`config.mk`:
```
export PLATFORM = sky130hd
export DESIGN_NAME = fifo_read_arbiter
export DESIGN_NICKNAME = d
export VERILOG_FILES = /design/src/rtl/fifo_arb_pkg.sv /design/src/rtl/rr_pick.sv /design/src/rtl/fifo_read_arbiter.sv
export SDC_FILE = /design/constraint.sdc
export NUM_CORES = 1
export LEC_CHECK = 0
export ABC_AREA = 0
export BUFFER_PORTS_ARGS = -buffer_cell sky130_fd_sc_hd__buf_2
export CORE_ASPECT_RATIO = 1.25
export CORE_MARGIN = 2
export CORE_UTILIZATION = 47
export CTS_BUF_LIST = sky130_fd_sc_hd__clkbuf_4
export CTS_CLUSTER_SIZE = 28
export DETAILED_ROUTE_END_ITERATION = 8
export GPL_ROUTABILITY_DRIVEN = 0
export MAX_ROUTING_LAYER = met4
export PLACE_DENSITY = 0.91
export SLEW_MARGIN = 5
export SYNTH_ARGS = -nofsm -noshare
export SYNTH_HDL_FRONTEND = slang
export SYNTH_SLANG_ARGS = --single-unit
```
`constraint.sdc`:
```
create_clock -name BUS_CLK -period 4.1 [get_ports BUS_CLK]
set_input_delay 0.82 -clock BUS_CLK [delete_from_list [all_inputs] [get_ports BUS_CLK]]
set_output_delay 0.82 -clock BUS_CLK [all_outputs]
set_load 0.02 [all_outputs]
```
`src/rtl/fifo_arb_pkg.sv`:
```
// fifo_arb_pkg: shared types, widths and rotating priority search for the FIFO read arbiter
package fifo_arb_pkg;

   typedef enum logic {IDLE, GRANT} state_t;

   localparam int DATA_W  = 32;
   localparam int TAG_MSB = 31;
   localparam int TAG_LSB = 28;

   // Returns {valid, idx} of the first request found scanning last+1, last+2, ... modulo n (n <= 8).
   // The scan runs from the farthest slot to the nearest so the nearest hit overwrites the result.
   function automatic logic [3:0] rr_first(input logic [7:0] req, input logic [2:0] last, input int n);
      logic [3:0] r;
      logic [2:0] k;
      r = '0;
      for (int i = 8; i >= 1; i--) begin
         k = 3'((int'(last) + i) % n);
         if (i <= n && req[k]) r = {1'b1, k};
      end
      return r;
   endfunction

endpackage

```
`src/rtl/rr_pick.sv`:
```
// rr_pick: combinational rotating first-one finder starting just after the last grant
module rr_pick
   import fifo_arb_pkg::*;
#(
   parameter int N = 4
) (
   input  logic [N-1:0] req,
   input  logic [2:0]   last_grant,
   output logic [2:0]   idx,
   output logic         valid
);

   assign {valid, idx} = rr_first(8'(req), last_grant, N);

endmodule

```
`src/rtl/fifo_read_arbiter.sv`:
```
// fifo_read_arbiter: round-robin burst arbiter sharing one FWFT sink between several source FIFOs
module fifo_read_arbiter
   import fifo_arb_pkg::*;
#(
   parameter int N_SRC     = 4,
   parameter int MAX_BURST = 16,
   parameter bit TAG_EN    = 1
) (
   input  logic                      BUS_CLK,
   input  logic                      RESET_N,
   input  logic [N_SRC-1:0]          SRC_EMPTY,
   input  logic [DATA_W*N_SRC-1:0]   SRC_DATA,
   output logic [N_SRC-1:0]          SRC_READ,
   input  logic [N_SRC-1:0]          SRC_ENABLE,
   input  logic                      FIFO_READ_NEXT,
   output logic                      FIFO_EMPTY,
   output logic [DATA_W-1:0]         FIFO_DATA,
   output logic [2:0]                GRANT_ID,
   output logic                      BUSY
);

   localparam int         IW       = N_SRC > 1 ? $clog2(N_SRC) : 1;
   localparam logic [7:0] LAST_CNT = 8'(MAX_BURST - 1);
   localparam logic [7:0] SAT_CNT  = MAX_BURST > 255 ? 8'd255 : 8'(MAX_BURST);

   state_t            state_q, state_d;
   logic [2:0]        last_q, last_d, grant_q, grant_d;
   logic [7:0]        burst_q, burst_d;
   logic [DATA_W-1:0] data_q, data_d, word;
   logic [DATA_W-1:0] src_w [N_SRC];
   logic [N_SRC-1:0]  req;
   logic [IW-1:0]     g;
   logic [2:0]        pick_idx;
   logic              pick_valid, pop, release_g;

   for (genvar i = 0; i < N_SRC; i++) begin : g_src
      assign src_w[i] = SRC_DATA[DATA_W*i +: DATA_W];
   end

   assign g   = grant_q[IW-1:0];
   assign req = ~SRC_EMPTY & SRC_ENABLE;

   rr_pick #(.N(N_SRC)) u_pick (
      .req        (req),
      .last_grant (last_q),
      .idx        (pick_idx),
      .valid      (pick_valid)
   );

   assign BUSY       = state_q == GRANT;
   assign FIFO_EMPTY = BUSY ? SRC_EMPTY[g] : 1'b1;
   assign FIFO_DATA  = BUSY ? word : data_q;
   assign SRC_READ   = pop ? N_SRC'(1) << g : '0;
   assign GRANT_ID   = grant_q;

   // Data mux with optional source tag, pop strobe, burst accounting and grant/release decisions
   always_comb begin
      word = src_w[g];
      if (TAG_EN) word[TAG_MSB:TAG_LSB] = 4'(grant_q);
      pop       = BUSY & FIFO_READ_NEXT & ~SRC_EMPTY[g];
      release_g = (pop && burst_q == LAST_CNT) || (SRC_EMPTY[g] && !pop) || !SRC_ENABLE[g];
      state_d   = state_q;
      last_d    = last_q;
      grant_d   = grant_q;
      burst_d   = burst_q;
      data_d    = FIFO_DATA;
      if (!BUSY) begin
         if (pick_valid) begin
            state_d = GRANT;
            grant_d = pick_idx;
            burst_d = '0;
         end
      end else begin
         if (pop && burst_q != SAT_CNT) burst_d = burst_q + 8'd1;
         if (release_g) begin
            state_d = IDLE;
            last_d  = grant_q;
         end
      end
   end

   // State registers; reset makes the last grant the highest index so source 0 wins first
   always_ff @(posedge BUS_CLK or negedge RESET_N) begin
      if (!RESET_N) begin
         state_q <= IDLE;
         last_q  <= 3'(N_SRC - 1);
         grant_q <= '0;
         burst_q <= '0;
         data_q  <= '0;
      end else begin
         state_q <= state_d;
         last_q  <= last_d;
         grant_q <= grant_d;
         burst_q <= burst_d;
         data_q  <= data_d;
      end
   end

endmodule

```
* Word level (Yosys, flattened, before mapping) *
Cells that the tools add are included.

storage, ports and cells
  register bits = 46
  output and inout port bits = 41
  bits of input ports = 139

operators by class
  bitwise operators = 11
  magnitude comparators = 6
  reduce and logical (&&, ||, !) cells = 15
  add/subtract/negate cells = 5
  equality and inequality tests = 3
  muxes and demuxes = 28
  shift-type cells = 1

operators by type and width
  operator                                                   count
  binary-select mux 32 bit (select 2 bit)                    1
  2-to-1 mux 28 bit                                          2
  2-to-1 mux 32 bit                                          1
  2-to-1 mux 8 bit                                           3
  2-to-1 mux 4 bit                                           5
  < comparator 3 x 4 -> 1 bit (second input constant)        4
  binary-select mux 1 bit (select 3 bit)                     4
  2-to-1 mux 1 bit                                           10
  adder 8 x 1 -> 8 bit (second input constant)               1
  equality test 8 x 4 -> 1 bit (second input constant)       1
  inequality test 8 x 5 -> 1 bit (second input constant)     1
  OR reduction 2 bit                                         4
  AND reduction 2 bit                                        3
  adder 2 x 1 -> 2 bit (second input constant)               2
  adder 2 bit (second input constant)                        2
  bitwise AND 1 bit (first input constant)                   4
  bitwise AND 4 bit                                          1
  binary-select mux 1 bit (select 2 bit)                     2
  NOT 4 bit                                                  1
  << shifter 1 x 2 -> 4 bit (first input constant)           1
  greater-or-equal comparator 3 bit (second input constant)  1
  logical AND 1 bit                                          3
  < comparator 2 x 3 -> 1 bit (second input constant)        1
  NOT 2 -> 3 bit                                             1
  6 further kinds                                            10

* Logic depth before layout (Yosys ltp) *
Gate-level depths: netlist of the first run.

  depth in word-level cells = 11
  mapped depth = 6
  gate-level depth less buffers = 6

* Cells and area by module *
A second synthesis of the first run with hierarchy kept.

unflattened totals
  cells, all modules = 220
  area, all modules = 2846.5 um2

modules (own cells, without submodules)
  module             seq. area each (um2)  cells each  area an instance (um2)  instances
  fifo_read_arbiter  1178.6                204         2743.9                  1
  rr_pick            0.0                   16          102.6                   1

* Worst setup path after synthesis of the first run *
No wires, ideal clock.

  kind = reg2out
  from = register grant_q[0] (netlist: GRANT_ID[0])
  to = output port FIFO_DATA[10]
  slack = 1.498 ns
  stages on the path, launching flop included = 5
  data arrival time = 1.782 ns
  cell sequence = dfrtp_1 -> buf_6 -> buf_2 -> mux4_2 -> mux2_2

between the ends
  word-level cells in the longest chain between the ends = 5

RTL lines
  what                                                  line                     source
  start, declared                                       fifo_read_arbiter.sv:27  logic [2:0] last_q, last_d, grant_q, grant_d;
  start signal, assigned                                fifo_read_arbiter.sv:93  grant_q <= grant_d;
  NOT 2 -> 3 bit (not written as such)                  fifo_read_arbiter.sv:58  word = src_w[g];
  binary-select mux 32 bit (select 2 bit)               fifo_read_arbiter.sv:58
  2-to-1 mux 28 bit (not written as such) (2 in a row)  fifo_read_arbiter.sv:58
  2-to-1 mux 32 bit                                     fifo_read_arbiter.sv:52  assign FIFO_DATA = BUSY ? word : data_q;
  end, declared                                         fifo_read_arbiter.sv:17  output logic [DATA_W-1:0] FIFO_DATA,

No other way between the ends. The select of a mux whose other input is x is not followed.

* Worst setup path after layout of the first run *
  from = register grant_q[0] (netlist: GRANT_ID[0])
  to = output port FIFO_DATA[21]

Same word-level chain as after synthesis.

==> results of run 1 <==
==> cells in the mapped netlist <==
master	number	area, um2
mux4_2	29	653
dfstp_2	2	52.6
nand4b_1	1	8.76
dfrtp_1	43	1080
and2_1	1	6.26
conb_1	1	3.75
nor2_1	5	18.8
mux2_2	31	349
nand3b_1	1	7.51
ha_1	2	25.0
nand4_1	2	12.5
o211ai_1	1	7.51
a31oi_1	1	6.26
nand2b_1	4	25.0
a21boi_4	1	18.8
a22oi_1	2	15.0
buf_2	5	25.0
nand3_1	3	15.0
o2bb2ai_2	1	15.0
clkbuf_1	7	26.3
mux2i_1	10	100
buf_6	1	11.3
nand2_1	16	60.1
a31o_2	2	17.5
and3_1	4	25.0
inv_1	5	18.8
nor2b_1	5	31.3
buf_4	1	7.51
mux2_4	2	30.0
o21ai_0	4	20.0
a221oi_1	1	8.76
nor4bb_1	1	10.0
xnor2_1	1	8.76
a21oi_1	1	5.00
nor3_1	7	35.0
==> flip-flops by register name (all words and copies together) (netlist names) <==
register	flops
BUSY	1
GRANT_ID	2
burst_q	8
data_q	32
last_q	2
==> power groups by stage <==
stage / registers [uW] / clock network (uW) / logic (uW)
global placement: 812 / 0 / 1570
global route: 843 / 245 / 1710
CTS: 817 / 228 / 1620
finish: 809 / 218 / 1600
floorplan: 711 / 0 / 1230
detailed placement: 828 / 0 / 1620
==> per-stage QoR <==
| stage | cell area [um2] | power [uW] |
|---|---|---|
| floorplan | 2760 | 1950 |
| global placement | 3640 | 2380 |
| detailed placement | 3640 | 2450 |
| CTS | 3700 | 2670 |
| global route | 3700 | 2800 |
| finish | 3700 | 2630 |
==> layer usage <==
layer / track usage, % / vias to the layer above / part of all wire [%] / wire, um
met4: 4.88 / 0 / 0.81 / 58
met2: 42.3 / 115 / 56 / 4020
met1: 23.0 / 1156 / 34 / 2460
met3: 6.03 / 5 / 9.0 / 650
met5: - / - / 0 / 0
li1: - / 1091 / - / -
==> cell families (layout without fill, tap and decap cells) <==
| logic type | count (synthesis) | in the layout | share of synthesized area, % |
|---|---|---|---|
| AOI/OAI and AO/OA | 14 | 14 | 4.13 |
| xor gates and xnor gates | 1 | 1 | 0.318 |
| adders and majority gates | 2 | 2 | 0.908 |
| buffers and inverters | 19 | 178 | 3.22 |
| DFF | 45 | 45 | 40.9 |
| muxes | 72 | 72 | 41.1 |
| other | 1 | 3 | 0.136 |
| and+or+nand+nor | 50 | 50 | 9.26 |
==> layout make-up <==
type                            count  area, um2
Clock buffer                        5       37.5
Tap cell                           66       82.6
Inverter                            5       18.8
Timing Repair Buffer              165        871
Clock inverter                      3       21.3
Antenna cell                        2       5.00
Sequential cell                    45       1130
Fill cell                         452       2040
Multi-Input combinational cell    140       1540
==> worst paths after layout <==
path,end,slack (ns),depth (start not counted),startpoint
max,FIFO_DATA[21],0.86,4,GRANT_ID[0]
min,data_q[8],0.51,1,data_q[8]
max reg2reg,burst_q[3],1.84,6,GRANT_ID[0]
min reg2reg,data_q[8],0.51,1,data_q[8]
max in group asynchronous,GRANT_ID[0],2.81,1,RESET_N
min in group asynchronous,data_q[13],0.61,1,RESET_N
==> worst register-to-register path, stage by stage, from the launching register on <==
cell and delay (ns):
dfrtp_2 0.79, buf_12 0.27, mux2_4 0.33, o2bb2ai_2 0.17, a21boi_4 0.31, nand4_1 0.15, mux2i_1 0.14
==> impl_metrics.json, run 1 <==
{
  "rows": 31,
  "tightest_slew_ns": 0.994,
  "clock_power_share_pct": 8.3,
  "required_ns": 3.28,
  "cts_buffers": 5,
  "postSynthAreaPerCell_um2": 13.5,
  "synth_cell_types": 35,
  "cp_max_fo": 20,
  "die-area_mm2": 0.00650,
  "die_h_um": 89.6,
  "syn_to_final_growth_pct": 34.4,
  "p_sw_uw": 1130,
  "final_nets": 503,
  "cpLargestDelayFamily": "multiplexers",
  "p_seq_share_pct": 30.8,
  "drc": 0,
  "dp_slack_ns": 1.21,
  "ys_seq_area_share_pct": 40.9,
  "grt_pass1_wl_um": 10700,
  "synth-seq-cells": 45,
  "fin_cells": 431,
  "max_stage_delay_ns": 0.79,
  "antenna_found_initial": 2,
  "worst-path-buf-inv": 2,
  "clk_pin_slew_ns": 0.13,
  "syn_nets": 345,
  "htreeDepth": 2,
  "timing.slew.headroom_pct": 33.8,
  "fin_crit_sh_pct": 78.9,
  "worstSetupStartpointType": "flop",
  "crit_chain": "buf_12 -> mux4_2 -> mux2_2 -> buf_2",
  "swShare_pct": 43.0,
  "hold_path.class": "reg2reg",
  "final_core_util_pct": 64.5,
  "layout_commonest_cell": "buf_2",
  "cts-root-buf": "clkbuf_4",
  "die-width_um": 72.5,
  "portBuffers": 162,
  "avgRoutedWirePerCell_um": 16.7,
  "hold_buffers": 0,
  "cts_tree": "yes",
  "firstDrtPassIters": 4,
  "cellLeakagePower_uw": 0.00180,
  "intPower_uw": 1500,
  "grt_max_degree": 46,
  "status": "finished, final reports clean",
  "slew_violations": 0,
  "detailed_place_hpwl_um": 5600,
  "cts.repair.resized": 0,
  "drt_iter0_drc": 80,
  "synthesis.area_mm2": 0.00276,
  "ant_nets": 0,
  "crit_slowest_cell": "dfrtp_2",
  "finalSetupTns_ns": 0,
  "final_cell_mix": "162 x buf_2, 42 x dfrtp_1, 31 x mux2_2",
  "fp.coreArea_mm2": 0.00574,
  "netlist_instances": 204,
  "ys_warn_count": 0,
  "dp_cells": 421,
  "routed_via_density": 5.49,
  "power.density_mw_per_mm2": 710,
  "finalSetupViolCount": 0,
  "fin_ws_ns": 0.864,
  "drt-total-wl_um": 7190,
  "critical_path_class": "reg2out",
  "vias": 2367,
  "p_comb_share_pct": 61.0,
  "clock_path_buffers": 2,
  "max_cap_violations": 0,
  "io_pins": 180,
  "grt_use_total_pct": 22.3,
  "gr-total-overflow": 0,
  "arrival_ns": 2.42,
  "post-cts-setup-buffer-count": 0,
  "rsz0062_at_grt": "no",
  "initial_core_util_pct": 48.0,
  "first_global_vias": 2313,
  "critPathCaptureType": "output pin",
  "skew_ns": 0.0124,
  "clk_latency_ns": 0.36,
  "min_period_ns": 3.24,
  "clkSinkCount": 45,
  "final_hold_viol_count": 0,
  "max_freq_ghz": 0.309,
  "hold_slack_ns": 0.509,
  "final_layout_size_suffix_gt1_share_pct": 66.7,
  "vdd_ir_drop_max_uv": 387
}
No activity file was read; power rests on OpenSTA's default activity.
==> run 2: changes to the inputs <==
--- a/config.mk
+++ b/config.mk
@@ -5,17 +5,17 @@
 export SDC_FILE = /design/constraint.sdc
 export NUM_CORES = 1
 export LEC_CHECK = 0
-export ABC_AREA = 0
+export ABC_AREA = 1
 export BUFFER_PORTS_ARGS = -buffer_cell sky130_fd_sc_hd__buf_2
 export CORE_ASPECT_RATIO = 1.25
 export CORE_MARGIN = 2
-export CORE_UTILIZATION = 47
+export CORE_UTILIZATION = 45
 export CTS_BUF_LIST = sky130_fd_sc_hd__clkbuf_4
 export CTS_CLUSTER_SIZE = 28
 export DETAILED_ROUTE_END_ITERATION = 8
 export GPL_ROUTABILITY_DRIVEN = 0
 export MAX_ROUTING_LAYER = met4
-export PLACE_DENSITY = 0.91
+export PLACE_DENSITY = 0.87
 export SLEW_MARGIN = 5
 export SYNTH_ARGS = -nofsm -noshare
 export SYNTH_HDL_FRONTEND = slang
==> constraint.sdc (replaced) <==
create_clock -name BUS_CLK -period 3.3 [get_ports BUS_CLK]
set_input_delay 0.66 -clock BUS_CLK [delete_from_list [all_inputs] [get_ports BUS_CLK]]
set_output_delay 0.66 -clock BUS_CLK [all_outputs]
set_load 0.02 [all_outputs]
==> run 2 against run 1 <==
Synthesized area up 4.7%. Cell area up 1.5%. Setup slack worse by 0.52 ns. Critical path type unchanged. Critical endpoint is now FIFO_DATA[12]. Highest routed layer unchanged.
==> impl_metrics.json, run 2 <==
{
  "ant_nets": 0,
  "fillCellCount": 560,
  "die-area_mm2": 0.00708,
  "worstSetupStartpointType": "flop",
  "portBuffers": 162,
  "p_total_uw": 3380,
  "io_pins": 180,
  "netlist_top_cells_count": "147 x nand2_1, 43 x dfrtp_1, 32 x nor2_1",
  "clock_path_buffers": 2,
  "synth_top_area_share_pct": 37.3,
  "min_period_ns": 2.96,
  "synth-seq-cells": 45,
  "avgRoutedWirePerCell_um": 13.3,
  "largest_register": "data_q",
  "top_layer": "met4",
  "syn_nets": 530,
  "fin_crit_sh_pct": 89.7,
  "syn_to_final_growth_pct": 30.2,
  "vias": 3235,
  "vdd_ir_drop_max_uv": 549,
  "hold_buffers": 0,
  "postSynthAreaPerCell_um2": 7.42,
  "detailed_place_hpwl_um": 6330,
  "rsz0062_at_grt": "no",
  "final_nets": 679,
  "die-width_um": 75.6,
  "synth_edf_count": 0,
  "top_regs": "data_q x32, burst_q x8",
  "wl_met1_um": 3440,
  "synthArstFlopShare_pct": 100,
  "antenna_found_initial": 0,
  "synthesis.area_mm2": 0.00289,
  "hold_path.class": "in2async",
  "final_layout_size_suffix_gt1_share_pct": 37.8,
  "slew_violations": 0,
  "die_h_um": 93.5,
  "cts.repair.resized": 0,
  "grt_use_total_pct": 25.3,
  "grt_max_degree": 46,
  "diodes": 0,
  "initial_core_util_pct": 46.5,
  "synth.most_common_cell": "nand2_1",
  "routed_via_density": 5.18,
  "cts-root-buf": "clkbuf_4",
  "final_hold_viol_count": 0,
  "timing.slew.headroom_pct": 32.3,
  "grt_pass1_wl_um": 13600,
  "cellLeakagePower_uw": 0.00197,
  "crit_slowest_cell": "dfrtp_1",
  "fp.coreArea_mm2": 0.00621,
  "critPathCaptureType": "output pin",
  "first_global_vias": 3108,
  "finalSetupTns_ns": 0,
  "cts_tree": "yes",
  "post-cts-setup-buffer-count": 0,
  "largest_reg_flops": 32,
  "rows": 32,
  "synth_area_leaders": "dfrtp_1 37%, nand2_1 19%, a22oi_1 6.2%",
  "met2_length_um": 4220,
  "final_cell_mix": "162 x buf_2, 147 x nand2_1, 42 x dfrtp_1",
  "yosysTopAreaCell": "dfrtp_1",
  "critical_path_class": "reg2out",
  "clkSinkCount": 45,
  "tightest_slew_ns": 1.02,
  "skew_ns": 0.0204,
  "ys_seq_area_share_pct": 39.1,
  "crit_chain": "inv_2 -> nor2_2 -> buf_12 -> a22oi_1 -> a41oi_1 -> buf_2",
  "firstDrtPassIters": 5,
  "netlist_instances": 389,
  "htreeDepth": 2,
  "clk_latency_ns": 0.36,
  "ys_dominant_reg_cell": "dfrtp_1",
  "cpLargestDelayFamily": "flip-flops",
  "synth_cell_types": 32,
  "max_cap_violations": 0,
  "max_stage_delay_ns": 0.61,
  "max_freq_ghz": 0.338,
  "cts_buffers": 5,
  "drt_iter0_drc": 175,
  "clk_pin_slew_ns": 0.14,
  "drt-total-wl_um": 8320,
  "required_ns": 2.64,
  "power.density_mw_per_mm2": 899,
  "drc": 0,
  "worst-path-buf-inv": 3,
  "cp_max_fo": 20,
  "wl_met3_um": 557,
  "ys_warn_count": 0,
  "arrival_ns": 2.30,
  "finalSetupViolCount": 0,
  "gr-total-overflow": 0,
  "layout_commonest_cell": "buf_2",
  "status": "finished, final reports clean"
}
## run 2: changes by cell type in the layout (fill, tap and decap cells not counted), moves of 9 or more
cell / change
mux2_2: -31
nand2_1: +131
mux4_2: -29
nor2_1: +27
mux2i_1: -10
inv_1: +18
a41oi_1: +12
nand3_1: +14
a22oi_1: +22
nand4_1: +11
o21ai_2: +9
## run 2: final cells by class
class                      instances  area [um2]  share of cell area (%)
clock buffer                       7        52.6                    1.40
clock inverter                     1        5.00                   0.133
inverter                          26         100                    2.66
multi-input combinational        293        1490                    39.7
sequential                        45        1130                    30.1
tap                               85         106                    2.83
timing repair buffer             167         873                    23.2
## run 2: cells by family (layout without fill, tap and decap cells)
| group | Yosys count | after routing | share of synthesized area [%] |
|---|---|---|---|
| buffers and inverters | 51 | 201 | 9.23 |
| AOI/OAI and AO/OA | 56 | 56 | 14.8 |
| xor gates and xnor gates | 6 | 6 | 1.82 |
| adders and majority gates | 2 | 2 | 0.867 |
| other | 1 | 1 | 0.130 |
| and+or+nand+nor | 228 | 228 | 34.1 |
| DFF | 45 | 45 | 39.1 |
## run 2: path summary, 6_finish.rpt
check                            start            end  slack, ns  depth (start not counted)
max reg2reg                GRANT_ID[1]     burst_q[0]       1.25                          9
min                            RESET_N      data_q[4]       0.46                          1
min in group BUS_CLK        data_q[27]     data_q[27]       0.48                          2
max                        GRANT_ID[0]  FIFO_DATA[12]       0.34                          6
min reg2reg                 data_q[27]     data_q[27]       0.48                          2
max in group asynchronous      RESET_N           BUSY       2.15                          1
## run 2: through the flow
stage / cells / hold slack [ns] / setup slack, ns / instance area (um2) / utilization, %
detailed placement: 616 / 0.458 / 0.749 / 3700 / 59.6
CTS: 624 / 0.484 / 0.335 / 3760 / 60.6
floorplan: 389 / 0.364 / 0.996 / 2890 / -
finish: 624 / 0.462 / 0.340 / 3760 / 60.6
global route: 624 / 0.506 / 0.152 / 3760 / 60.6
global placement: 616 / 0.456 / 0.785 / 3700 / 59.6
## run 2: per-layer routing
metal  vias up  track usage, %
li1       1584               -
met1      1478            31.9
met2       161            42.0
met3        12            3.34
met4         0            7.16
met5         -               -
## run 2: worst register-to-register path, delay by kind of cell, from the launching register on
family                 cells  cell delay [ns]
buffers and inverters      1             0.11
AO/OA/AOI/OAI              1             0.05
flip-flops                 1             0.53
AND/OR/NAND/NOR            7             1.24
## run 2: power by group
group / internal, uW / total, uW / switching, uW
Clock: 99.8 / 274 / 174
Sequential: 783 / 945 / 162
Combinational: 725 / 2160 / 1430
==> run 3: changes to the inputs <==
--- a/config.mk
+++ b/config.mk
@@ -15,8 +15,9 @@
 export DETAILED_ROUTE_END_ITERATION = 8
 export GPL_ROUTABILITY_DRIVEN = 0
 export MAX_ROUTING_LAYER = met4
-export PLACE_DENSITY = 0.87
+export PLACE_DENSITY = 0.86
 export SLEW_MARGIN = 5
 export SYNTH_ARGS = -nofsm -noshare
 export SYNTH_HDL_FRONTEND = slang
+export SYNTH_HIERARCHICAL = 1
 export SYNTH_SLANG_ARGS = --single-unit
==> run 3 against run 2 <==
Utilization down 0.27 points. Via count increased by 4.5%. Clock power up 53%. Routed wire length rose by 7.7%. Register-to-register slack got worse by 0.16 ns. Critical path type unchanged. Largest power group unchanged. Highest routed layer unchanged.
==> impl_metrics.json, run 3 <==
{
  "largest_register": "data_q",
  "critPathCaptureType": "output pin",
  "postSynthAreaPerCell_um2": 7.20,
  "p_total_uw": 3930,
  "max_freq_ghz": 0.338,
  "arrival_ns": 2.30,
  "power.density_mw_per_mm2": 1010,
  "fin_cells": 655,
  "firstDrtPassIters": 5,
  "drt-total-wl_um": 8960,
  "crit_chain": "buf_4 -> nand2_2 -> inv_2 -> a22oi_1 -> nand4_1 -> o21a_1 -> buf_2",
  "fillCellCount": 589,
  "finalSetupViolCount": 0,
  "reg2reg_slack_ns": 1.09,
  "layout_commonest_cell": "nand2_1",
  "io_pins": 180,
  "required_ns": 2.64,
  "tightest_slew_ns": 1.05,
  "clk_pin_slew_ns": 0.13,
  "grt_pass1_wl_um": 14000,
  "drt_iter0_drc": 244,
  "cts-root-buf": "clkbuf_4",
  "rsz0062_at_grt": "no",
  "min_period_ns": 2.96,
  "detailed_place_hpwl_um": 6860,
  "finalSetupTns_ns": 0,
  "die-width_um": 77.0,
  "skew_ns": 0.0137,
  "ys_warn_count": 6,
  "grt_max_degree": 47,
  "cts.repair.resized": 0,
  "clock_path_buffers": 2,
  "r2r_end": "burst_q[7]",
  "clk_latency_ns": 0.36,
  "cts_tree": "yes",
  "hold_path.class": "in2async",
  "vias": 3382,
  "post-cts-setup-buffer-count": 0,
  "portBuffers": 163,
  "fp.coreArea_mm2": 0.00648,
  "hold_buffers": 0,
  "crit_slowest_cell": "dfrtp_1",
  "syn_to_final_growth_pct": 30.5,
  "first_global_vias": 3077,
  "final_nets": 708,
  "avgRoutedWirePerCell_um": 13.7,
  "drc": 0,
  "clkSinkCount": 46,
  "ant_nets": 0,
  "htreeDepth": 2,
  "final_layout_size_suffix_gt1_share_pct": 36.4,
  "die_h_um": 95.2,
  "final_hold_viol_count": 0,
  "initial_core_util_pct": 46.2,
  "fin_crit_sh_pct": 89.7,
  "max_stage_delay_ns": 0.51,
  "seqCellArea_mm2": 0.00115,
  "cts_buffers": 5,
  "syn_nets": 557,
  "cp_max_fo": 28,
  "reg2reg_from": "BUSY",
  "slew_violations": 0,
  "worstSetupStartpointType": "flop",
  "status": "finished, final reports clean",
  "multiInputGateArea_mm2": 0.00160,
  "netlist_instances": 416,
  "largest_reg_flops": 32,
  "cellLeakagePower_uw": 0.00207,
  "antenna_found_initial": 0,
  "final_core_util_pct": 60.3,
  "diodes": 0,
  "grt_use_total_pct": 24.6,
  "gr-total-overflow": 0,
  "dp_cells": 647,
  "critical_path_class": "reg2out",
  "synthesis.area_mm2": 0.00300,
  "r2r_cells": 6,
  "max_cap_violations": 0,
  "rows": 33,
  "vdd_ir_drop_max_uv": 564,
  "final_cell_mix": "168 x nand2_1, 163 x buf_2, 43 x dfrtp_1",
  "timing.slew.headroom_pct": 30.1,
  "routed_via_density": 5.16,
  "die-area_mm2": 0.00733
}
==> run 3: power breakdown <==
part	switching (uW)	internal, uW
combinational	1670	814
sequential	200	825
clock	185	234
==> run 3: critical path, delay by kind of cell, from the launching register on <==
kind | cells | cell delay (ns)
buffers and inverters | 3 | 0.82
flip-flops | 1 | 0.51
AO/OA/AOI/OAI | 2 | 0.40
AND/OR/NAND/NOR | 2 | 0.21
==> run 3: layout make-up <==
| type | instances | area share [%] |
|---|---|---|
| flip-flops and latches | 46 | 29.5 |
| clock inverters | 3 | 1.63 |
| inverters | 27 | 2.72 |
| repair buffers | 166 | 21.4 |
| clock buffers | 5 | 0.960 |
| well taps | 87 | 2.78 |
| multi-input cells | 321 | 40.9 |
==> run 3: how the worst max path moves through the flow <==
stage | end | slack (ns) | startpoint
finish | FIFO_DATA[17] | 0.34 | GRANT_ID[0]
CTS | FIFO_DATA[17] | 0.32 | GRANT_ID[1]
detailed placement | FIFO_DATA[17] | 0.75 | GRANT_ID[0]
global placement | FIFO_DATA[19] | 0.80 | GRANT_ID[1]
floorplan | FIFO_DATA[18] | 1.07 | GRANT_ID[0]
global route | FIFO_DATA[17] | 0.17 | GRANT_ID[0]
==> run 3: per-stage QoR <==
stage,setup slack (ns),hold slack [ns],instance area (um2)
2_1_floorplan,1.07,0.364,3000
6_report,0.340,0.469,3910
3_5_place_dp,0.754,0.461,3810
5_1_grt,0.174,0.502,3910
3_3_place_gp,0.799,0.451,3810
4_1_cts,0.325,0.491,3910
==> run 3: layer usage <==
layer	vias to the layer above	track usage [%]	wire [um]
met5	-	-	0
met4	0	7.89	184
met3	14	4.07	738
met2	171	40.9	4260
met1	1517	31.1	3780
li1	1680	-	-
